<file path="src/rtl/fdc_pkg.sv">
// Shared types and constants for the floppy seek controller.
// States, op codes, step directions and counter widths.
package fdc_pkg;

  localparam int CYC_W   = 16;
  localparam int TRK_W   = 7;
  localparam int STEPS_W = 8;

  typedef enum logic [2:0] {
    ST_IDLE,
    ST_SPINUP,
    ST_DIR,
    ST_STEP_HI,
    ST_STEP_LO,
    ST_SETTLE,
    ST_FIN
  } state_t;

  typedef enum logic {
    OP_SEEK  = 1'b0,
    OP_RECAL = 1'b1
  } op_t;

  localparam logic DIR_IN  = 1'b1;
  localparam logic DIR_OUT = 1'b0;

  // Timer load value that yields n cycles in the waiting state
  function automatic logic [CYC_W-1:0] cyc(input int n);
    return CYC_W'(n - 1);
  endfunction

endpackage

</file>
<file path="src/rtl/fdc_cyc_timer.sv">
// Loadable down-counter with a zero flag.
// Holds at zero until reloaded.
module fdc_cyc_timer
  import fdc_pkg::*;
(
  input  logic             clk,
  input  logic             rst,
  input  logic             load,
  input  logic [CYC_W-1:0] load_val,
  output logic             zero
);

  logic [CYC_W-1:0] cnt;

  always_ff @(posedge clk) begin
    if (rst)
      cnt <= '0;
    else if (load)
      cnt <= load_val;
    else if (cnt != '0)
      cnt <= cnt - 1'b1;
  end

  assign zero = (cnt == '0);

endmodule

</file>
<file path="src/rtl/fdc_seek_ctrl.sv">
// Host-side floppy seek controller driving the 34-pin bus.
// Sequences spin-up, direction setup, stepping and settle.
module fdc_seek_ctrl
  import fdc_pkg::*;
#(
  parameter int DRIVE_NUM       = 1,
  parameter int MAX_TRACK       = 79,
  parameter int RECAL_MAX_STEPS = 85,
  parameter int DIR_SETUP_CYC   = 8,
  parameter int STEP_PULSE_CYC  = 4,
  parameter int STEP_RATE_CYC   = 32,
  parameter int SETTLE_CYC      = 64,
  parameter int SPINUP_TO_CYC   = 1024
) (
  input  logic             clk,
  input  logic             rst,
  input  logic             cmd_valid,
  output logic             cmd_ready,
  input  logic             cmd_op,
  input  logic [TRK_W-1:0] cmd_track,
  output logic             done,
  output logic             error,
  output logic             busy,
  output logic [TRK_W-1:0] cur_track,
  output logic [3:0]       drive_sel,
  output logic             motor_on,
  output logic             dir_sel,
  output logic             step,
  input  logic             track_0,
  input  logic             ready
);

  localparam logic [3:0] SEL_MASK = 4'(1) << DRIVE_NUM;

  state_t             state, state_n;
  op_t                op_q, op_n;
  logic [TRK_W-1:0]   tgt_q, tgt_n;
  logic [TRK_W-1:0]   trk_q, trk_n;
  logic [STEPS_W-1:0] nstep_q, nstep_n;
  logic               dir_q, dir_n;
  logic               err_q, err_n;
  logic               setup_q, setup_n;
  logic               ld;
  logic [CYC_W-1:0]   ld_val;
  logic               zero;
  logic               enter_hi;
  logic               enter_settle;
  logic [3:0]         sel_q;
  logic               motor_q;
  logic               step_q;

  fdc_cyc_timer u_timer (
    .clk      (clk),
    .rst      (rst),
    .load     (ld),
    .load_val (ld_val),
    .zero     (zero)
  );

  always_ff @(posedge clk) begin
    if (rst) begin
      state   <= ST_IDLE;
      op_q    <= OP_SEEK;
      tgt_q   <= '0;
      trk_q   <= '0;
      nstep_q <= '0;
      dir_q   <= DIR_OUT;
      err_q   <= 1'b0;
      setup_q <= 1'b0;
      sel_q   <= '0;
      motor_q <= 1'b0;
      step_q  <= 1'b0;
    end else begin
      state   <= state_n;
      op_q    <= op_n;
      tgt_q   <= tgt_n;
      trk_q   <= trk_n;
      nstep_q <= nstep_n;
      dir_q   <= dir_n;
      err_q   <= err_n;
      setup_q <= setup_n;
      sel_q   <= (state_n != ST_IDLE) ? SEL_MASK : '0;
      motor_q <= (state_n != ST_IDLE);
      step_q  <= (state_n == ST_STEP_HI);
    end
  end

  always_comb begin
    state_n = state;
    op_n    = op_q;
    tgt_n   = tgt_q;
    trk_n   = trk_q;
    nstep_n = nstep_q;
    dir_n   = dir_q;
    err_n   = err_q;
    setup_n = setup_q;
    ld      = 1'b0;
    ld_val  = '0;
    unique case (state)
      ST_IDLE: begin
        if (cmd_valid) begin
          state_n = ST_SPINUP;
          op_n    = op_t'(cmd_op);
          tgt_n   = cmd_track;
          err_n   = 1'b0;
          setup_n = 1'b0;
          nstep_n = '0;
          ld      = 1'b1;
          ld_val  = cyc(SPINUP_TO_CYC);
        end
      end
      ST_SPINUP: begin
        if (ready) begin
          state_n = ST_DIR;
        end else if (zero) begin
          state_n = ST_FIN;
          err_n   = 1'b1;
        end
      end
      ST_DIR: begin
        if (setup_q) begin
          if (zero)
            state_n = ST_STEP_HI;
        end else if (op_q == OP_RECAL) begin
          dir_n = DIR_OUT;
          if (track_0) begin
            trk_n   = '0;
            state_n = ST_FIN;
          end else begin
            setup_n = 1'b1;
            ld      = 1'b1;
            ld_val  = cyc(DIR_SETUP_CYC);
          end
        end else if (tgt_q > TRK_W'(MAX_TRACK)) begin
          err_n   = 1'b1;
          state_n = ST_FIN;
        end else if (tgt_q == trk_q) begin
          state_n = ST_FIN;
        end else begin
          dir_n   = (tgt_q > trk_q) ? DIR_IN : DIR_OUT;
          setup_n = 1'b1;
          ld      = 1'b1;
          ld_val  = cyc(DIR_SETUP_CYC);
        end
      end
      ST_STEP_HI: begin
        if (zero) begin
          state_n = ST_STEP_LO;
          ld      = 1'b1;
          ld_val  = cyc(STEP_RATE_CYC - STEP_PULSE_CYC);
        end
      end
      ST_STEP_LO: begin
        if (zero) begin
          if (op_q == OP_RECAL) begin
            if (track_0) begin
              trk_n   = '0;
              state_n = ST_SETTLE;
            end else if (nstep_q == STEPS_W'(RECAL_MAX_STEPS)) begin
              err_n   = 1'b1;
              state_n = ST_FIN;
            end else begin
              state_n = ST_STEP_HI;
            end
          end else if (dir_q == DIR_OUT && track_0 && trk_q != '0) begin
            // Drive reports track 00 before our count does: resync
            trk_n   = '0;
            err_n   = 1'b1;
            state_n = ST_FIN;
          end else if (trk_q == tgt_q) begin
            state_n = ST_SETTLE;
          end else begin
            state_n = ST_STEP_HI;
          end
        end
      end
      ST_SETTLE: begin
        if (zero)
          state_n = ST_FIN;
      end
      ST_FIN: begin
        state_n = ST_IDLE;
      end
      default: begin
        state_n = ST_IDLE;
      end
    endcase

    enter_hi     = (state_n == ST_STEP_HI) && (state != ST_STEP_HI);
    enter_settle = (state_n == ST_SETTLE) && (state != ST_SETTLE);
    unique case (1'b1)
      enter_hi: begin
        ld      = 1'b1;
        ld_val  = cyc(STEP_PULSE_CYC);
        nstep_n = nstep_q + 1'b1;
        if (op_q == OP_RECAL)
          trk_n = (trk_q == '0) ? '0 : trk_q - 1'b1;
        else if (dir_q == DIR_IN)
          trk_n = trk_q + 1'b1;
        else
          trk_n = trk_q - 1'b1;
      end
      enter_settle: begin
        ld     = 1'b1;
        ld_val = cyc(SETTLE_CYC);
      end
      default: begin
      end
    endcase
  end

  assign cmd_ready = (state == ST_IDLE);
  assign busy      = (state != ST_IDLE);
  assign done      = (state == ST_FIN);
  assign error     = done & err_q;
  assign cur_track = trk_q;
  assign drive_sel = sel_q;
  assign motor_on  = motor_q;
  assign step      = step_q;
  assign dir_sel   = dir_q;

endmodule

</file>
<file path="config.mk">
export PLATFORM = sky130hd
export DESIGN_NAME = fdc_seek_ctrl
export DESIGN_NICKNAME = d
export VERILOG_FILES = /design/src/rtl/fdc_pkg.sv /design/src/rtl/fdc_cyc_timer.sv /design/src/rtl/fdc_seek_ctrl.sv
export SDC_FILE = /design/constraint.sdc
export NUM_CORES = 1
export LEC_CHECK = 0
export BUFFER_PORTS_ARGS = -buffer_cell sky130_fd_sc_hd__buf_2
export CAP_MARGIN = 20
export CORE_MARGIN = 2
export CORE_UTILIZATION = 30
export CTS_CLUSTER_DIAMETER = 100
export DETAILED_ROUTE_END_ITERATION = 6
export SYNTH_ARGS = -nofsm -noshare
export SYNTH_HDL_FRONTEND = slang
export SYNTH_HIERARCHICAL = 1
export SYNTH_SLANG_ARGS = --single-unit
</file>
<file path="constraint.sdc">
create_clock -name clk -period 7.2 [get_ports clk]
set_input_delay 0.72 -clock clk [delete_from_list [all_inputs] [get_ports clk]]
set_output_delay 0.72 -clock clk [all_outputs]
set_load 0.01 [all_outputs]
</file>
* Yosys cells after proc, flatten, opt, wreduce, memory -nomap -nowiden
Cells that the tools add are included.
** Storage, ports and cells
- Register bits after elaboration :: 51
- Latch bits :: 0
- Memory bits (writable) :: 0
- Memory bits (read-only) :: 0
- Input bits :: 13
- Output and inout bits :: 18
- Logic and storage cells :: 144
- Memories kept :: 0
** Cells by class
- $add $sub $neg :: 4
- Multipliers :: 0
- Div/mod/pow operators :: 0
- $lt $le $gt $ge :: 2
- Eq/ne operators :: 29
- Shifts and indexed selects :: 0
- Mux-type cells :: 70
- Bitwise logic cells :: 3
- Reductions and logical operators :: 24
** Operators by type and width (number)
- $mux W7 :: 10
- $mux W16 :: 4
- $mux W3 :: 19
- $pmux W16 S3 :: 1
- $pmux W16 S2 :: 1
- $mux W1 :: 24
- $mux W8 :: 3
- $ne A3 B3 Y1 const B :: 6
- $pmux W3 S6 :: 1
- $logic_not A16 Y1 :: 1
- $reduce_bool A16 Y1 :: 1
- $sub A16 B1 Y16 const B :: 1
- $eq A7 B7 Y1 :: 2
- $ne A2 B2 Y1 const B :: 7
- $pmux W7 S2 :: 1
- $eq A3 B3 Y1 const B :: 4
- $reduce_and A11 Y1 :: 1
- $mux W10 :: 1
- $eq A3 B2 Y1 const B :: 3
- $reduce_bool A3 Y1 :: 3
- $add A8 B1 Y8 const B :: 1
- $eq A8 B7 Y1 const B :: 1
- $reduce_bool A2 Y1 :: 4
- $add A7 B1 Y7 const B :: 1
- other kinds (23) :: 31

* Logic depth before layout (Yosys ltp)
- Word-level depth :: 12
- Mapped depth :: 18
- Mapped depth without buffers :: 16

* Hierarchy
The synthesis kept the hierarchy.
** By module, submodules not included
- fdc_seek_ctrl :: times used 1, cells an instance 276, area each 2183.3 um2, sequential area each 620.6 um2
- fdc_cyc_timer :: times used 1, cells an instance 112, area each 902.1 um2, sequential area each 320.3 um2

* Worst setup path after synthesis
OpenSTA, ideal clock, no wires.
- Path kind :: reg-to-reg
- From :: register u_timer.cnt[0]
- To :: register u_timer.cnt[5]
- Setup time :: 0.117 ns
- Arrival time :: 3.308 ns
- Data required time :: 7.083 ns
- Path slack :: 3.775 ns
- Cell stages (with the launch flop) :: 18
- Path buffers :: 4
- Clock period less this slack :: 3.425 ns
- Path through :: dfxtp_1 inv_1 ha_1 nor2b_1 nand3_1 nor2_1 clkbuf_1 nand2b_1 a21o_1 a21oi_1 a2111oi_4 nand3b_4 buf_6 buf_2 nand3b_1 nor2b_1 clkbuf_1 a32o_1
** On the way
- Cells in the longest elaborated chain, start to end :: 9
- Elaborated cells between the ends (all ways) :: 22
- Classes of those cells :: 1 x add/sub; 2 x eq/ne; 13 x mux; 6 x reduce/logical
** Ends and longest elaborated chain
- start: declaration :: RTL line fdc_cyc_timer.sv:13 : logic [CYC_W-1:0] cnt;
- start signal: assignment :: RTL line fdc_cyc_timer.sv:19 : cnt <= load_val;
- start signal: assignment :: RTL line fdc_cyc_timer.sv:21 : cnt <= cnt - 1'b1;
- $logic_not A16 Y1 (*) :: RTL line fdc_cyc_timer.sv:24 : assign zero = (cnt == '0);
- via zero :: RTL line fdc_seek_ctrl.sv:45 : logic zero;
- $mux W3 (on tied branches) :: RTL line fdc_seek_ctrl.sv:122, fdc_seek_ctrl.sv:115, fdc_seek_ctrl.sv:178
- $mux W3 (on tied branches) :: RTL line fdc_seek_ctrl.sv:121, fdc_seek_ctrl.sv:113
- $pmux W3 S6 :: RTL line fdc_seek_ctrl.sv:99 : unique case (state)
- $eq A3 B2 Y1 / $eq A3 B3 Y1 (equally long branches) :: RTL line fdc_seek_ctrl.sv:189, fdc_seek_ctrl.sv:190
- $logic_and A1 B1 Y1 (on tied branches) :: RTL line fdc_seek_ctrl.sv:189, fdc_seek_ctrl.sv:190
- $reduce_or A2 Y1 (no source line)
- $mux W1 (*) :: RTL line fdc_seek_ctrl.sv:191 : unique case (1'b1)
- via ld :: RTL line fdc_seek_ctrl.sv:43 : logic ld;
- $mux W16 / $reduce_bool A2 Y1 (equally long branches)
Mark *: on every way through the listed nets, which the timed path passes. The rest lies on a longest branch. The select of a mux whose other input is x is not followed.
A chain may end at the register's enable or synchronous reset.

* Final worst setup path
- From :: register u_timer.cnt[2]
- To :: register u_timer.cnt[13]
Same word-level chain as after synthesis.

==> impl_metrics.env <==
export IMPL_outcome="complete, no violations"
export IMPL_die_x_um=105
export IMPL_hold_violations=0
export IMPL_area_growth_pct=10.2
export IMPL_worst_path_max_fanout=16
export IMPL_drive_gt1_frac=0.128
export IMPL_cts_clk_slew_worst_paths_ps=90
export IMPL_rows=37
export IMPL_startpoint_type="flip-flop"
export IMPL_required_ps=7430
export IMPL_cts_root_buf="clkbuf_8"
export IMPL_min_period_ps=4620
export IMPL_ctsHtreeMaxLevel=2
export IMPL_synth_seq_cells=47
export IMPL_arrival_ps=4850
export IMPL_cts_made_buffers=5
export IMPL_postCtsHoldBufs=0
export IMPL_grt_max_degree=44
export IMPL_io_buffers=27
export IMPL_fin_tns_setup_ps=0
export IMPL_first_pass_iters=5
export IMPL_crit_path_end_kind="flip-flop"
export IMPL_totalWireLength_um=7350
export IMPL_dieArea_mm2=0.0111
export IMPL_yosysSeqAreaShare=0.305
export IMPL_min_period_over_period=0.642
export IMPL_dp_hpwl_um=5300
export IMPL_route_detailed_drc=0
export IMPL_start_util=0.304
export IMPL_worstSetupPathType="reg2reg"
export IMPL_yosysUniqueCellTypes=61
export IMPL_antenna_found_initial=0
export IMPL_clk_latency_ps=310
export IMPL_yosysWarnings=6
export IMPL_drt_iter0_drc=168
export IMPL_postCtsSetupBuffers=0
export IMPL_maxCapViolCount=0
export IMPL_grt_ovfl_total=0
export IMPL_power_density_mw_per_mm2=460
export IMPL_die_h_um=105
export IMPL_max_clock_freq_ghz=0.216
export IMPL_relSlewSlack=0.317
export IMPL_core_area_mm2=0.0101
export IMPL_cts_sinks=47
export IMPL_power_mw=1.56
export IMPL_grt_pass1_wl_um=12100
export IMPL_vias_per_cell=5.24
export IMPL_rsz0062_at_grt="no"
export IMPL_ir_drop_v=0.000140
export IMPL_vias=2840
export IMPL_synth_flop_cell="dfxtp_1"
export IMPL_synth_area_leader_cell="dfxtp_1"
export IMPL_p_leak_nw=1.30
export IMPL_hp_class="reg2reg"
export IMPL_synth_top_area_frac=0.305
export IMPL_fillers=1052
export IMPL_fin_nets=432
export IMPL_yosys_top_cells_area="dfxtp_1, nand2_1, ha_1"
export IMPL_maxSlewViolCount=0
export IMPL_first_global_vias=2617
export IMPL_antenna_cells=0
export IMPL_avgSynthCellArea_um2=7.95
export IMPL_ant_nets=0
export IMPL_clock_skew_ps=13.8
export IMPL_syn_inst=388
export IMPL_cts_resized_gates=0
export IMPL_gp_congestion=0.842
export IMPL_track_usage=0.130
export IMPL_worst_slew_pin_slew_ps=1020
export IMPL_syn_area_mm2=0.00309
export IMPL_routedWlPerCell_um=13.6
export IMPL_multi_input_area_mm2=0.00198
export IMPL_cts_tree="done"
export IMPL_clk_path_buf_depth=2
export IMPL_finalSetupViolCount=0
export IMPL_synth_edf_count=0
export IMPL_io_pins=31
export IMPL_seq_area_um2=941
export IMPL_async_reset_ff_frac=0
synth_stat cells (3+ instances only):
| master | instances |
|---|---|
| nand4_1 | 4 |
| nand3_1 | 17 |
| or4b_1 | 3 |
| nand4b_1 | 8 |
| a31oi_1 | 4 |
| o21ai_0 | 22 |
| o31a_1 | 4 |
| inv_1 | 17 |
| o31ai_1 | 8 |
| nand2_1 | 54 |
| o221ai_1 | 4 |
| buf_4 | 4 |
| clkbuf_1 | 13 |
| nand2b_1 | 6 |
| a21boi_0 | 3 |
| a211oi_1 | 8 |
| xnor2_1 | 6 |
| a22oi_1 | 3 |
| buf_2 | 4 |
| xor2_1 | 9 |
| nor2_1 | 31 |
| a31o_2 | 4 |
| or2_2 | 4 |
| ha_1 | 13 |
| nand3b_1 | 3 |
| nor3_1 | 12 |
| dfxtp_1 | 47 |
| mux2i_1 | 5 |
| nor2b_1 | 5 |
| a21oi_1 | 19 |
| nor4b_1 | 3 |
| a21o_1 | 4 |
metal layers:
metal  vias to the layer above  track usage  wire length (um)
met4                         0       0.0410               138
met5                         -            0                 0
met3                        12       0.0266               344
met1                      1326        0.166              3360
met2                        76        0.220              3510
li1                       1426            -                 -
power breakdown:
group | internal (mW) | switching, mW | leakage [nW]
combinational | 0.379 | 0.537 | 0.865
clock | 0.102 | 0.0941 | 0.0502
sequential | 0.337 | 0.115 | 0.385
total | 0.818 | 0.747 | 1.30
flip-flops by register name, summed over array words and instances (netlist names):
name	cells
u_timer/cnt	16
state	3
tgt_q	7
dir_sel	1
nstep_q	8
drive_sel	1
err_q	1
cur_track	7
setup_q	1
op_q	1
step	1
through the flow:
| stage | cells | instance area [um2] | setup slack (ps) | hold slack (ps) | util |
|---|---|---|---|---|---|
| 2_1_floorplan | 396 | 3120 | 3780 | 436 | - |
| 3_3_place_gp | 535 | 3290 | 2780 | 451 | 0.325 |
| 3_5_place_dp | 535 | 3290 | 2680 | 462 | 0.325 |
| 4_1_cts | 542 | 3400 | 2650 | 474 | 0.335 |
| 5_1_grt | 542 | 3400 | 2170 | 491 | 0.335 |
| 6_report | 542 | 3400 | 2580 | 465 | 0.335 |
layout make-up:
cell class	instances	area share
clock buffers	5	0.0202
clock inverters	2	0.0110
inverters	17	0.0188
multi-input cells	308	0.584
flip-flops and latches	47	0.277
well taps	136	0.0500
repair buffers	27	0.0397
placed cells by master, fill, tap and decap left out, types with 5 or more instances in the layout:
cell,instances
a21oi_1,19
nand3_1,17
xnor2_1,6
nor3_1,12
mux2i_1,5
xor2_1,9
nand4b_1,8
nand2_1,54
o31ai_1,8
nor2_1,31
buf_2,27
dfxtp_1,47
nand2b_1,6
inv_1,17
o21ai_0,22
nor2b_1,5
conb_1,9
ha_1,13
clkbuf_8,5
a211oi_1,8
path summary, 6_finish.rpt:
kind / startpoint / end / slack (ps) / depth (start not counted)
worst min-delay path: tgt_q[0] / tgt_q[0] / 460 / 2
worst min register to register: tgt_q[0] / tgt_q[0] / 460 / 2
worst max-delay path: u_timer/cnt[2] / u_timer/cnt[13] / 2580 / 13
worst max register to register: u_timer/cnt[2] / u_timer/cnt[13] / 2580 / 13
critical path, cell delays in order, from the launching register on:
cell	delay, ps
dfxtp_1	350
nor3_1	820
nand3_1	250
nor2_1	520
nand2b_1	200
a21o_1	100
a21oi_1	90
a2111oi_4	450
o31ai_1	200
a21o_1	230
nand3b_1	480
nor2_1	360
nand2_1	260
a22oi_1	220
logic make-up (layout without fill, tap and decap cells):
| family | Yosys count | after routing | share of synthesized area |
|---|---|---|---|
| muxes | 6 | 6 | 0.0207 |
| DFF | 47 | 47 | 0.305 |
| and+or+nand+nor | 170 | 170 | 0.303 |
| other | 1 | 9 | 0.00122 |
| AOI/OAI and AO/OA | 95 | 95 | 0.213 |
| xor gates and xnor gates | 15 | 15 | 0.0426 |
| buffers and inverters | 41 | 51 | 0.0616 |
| adders and majority gates | 13 | 13 | 0.0527 |
Note: power is estimated with default switching activity, not from simulation.
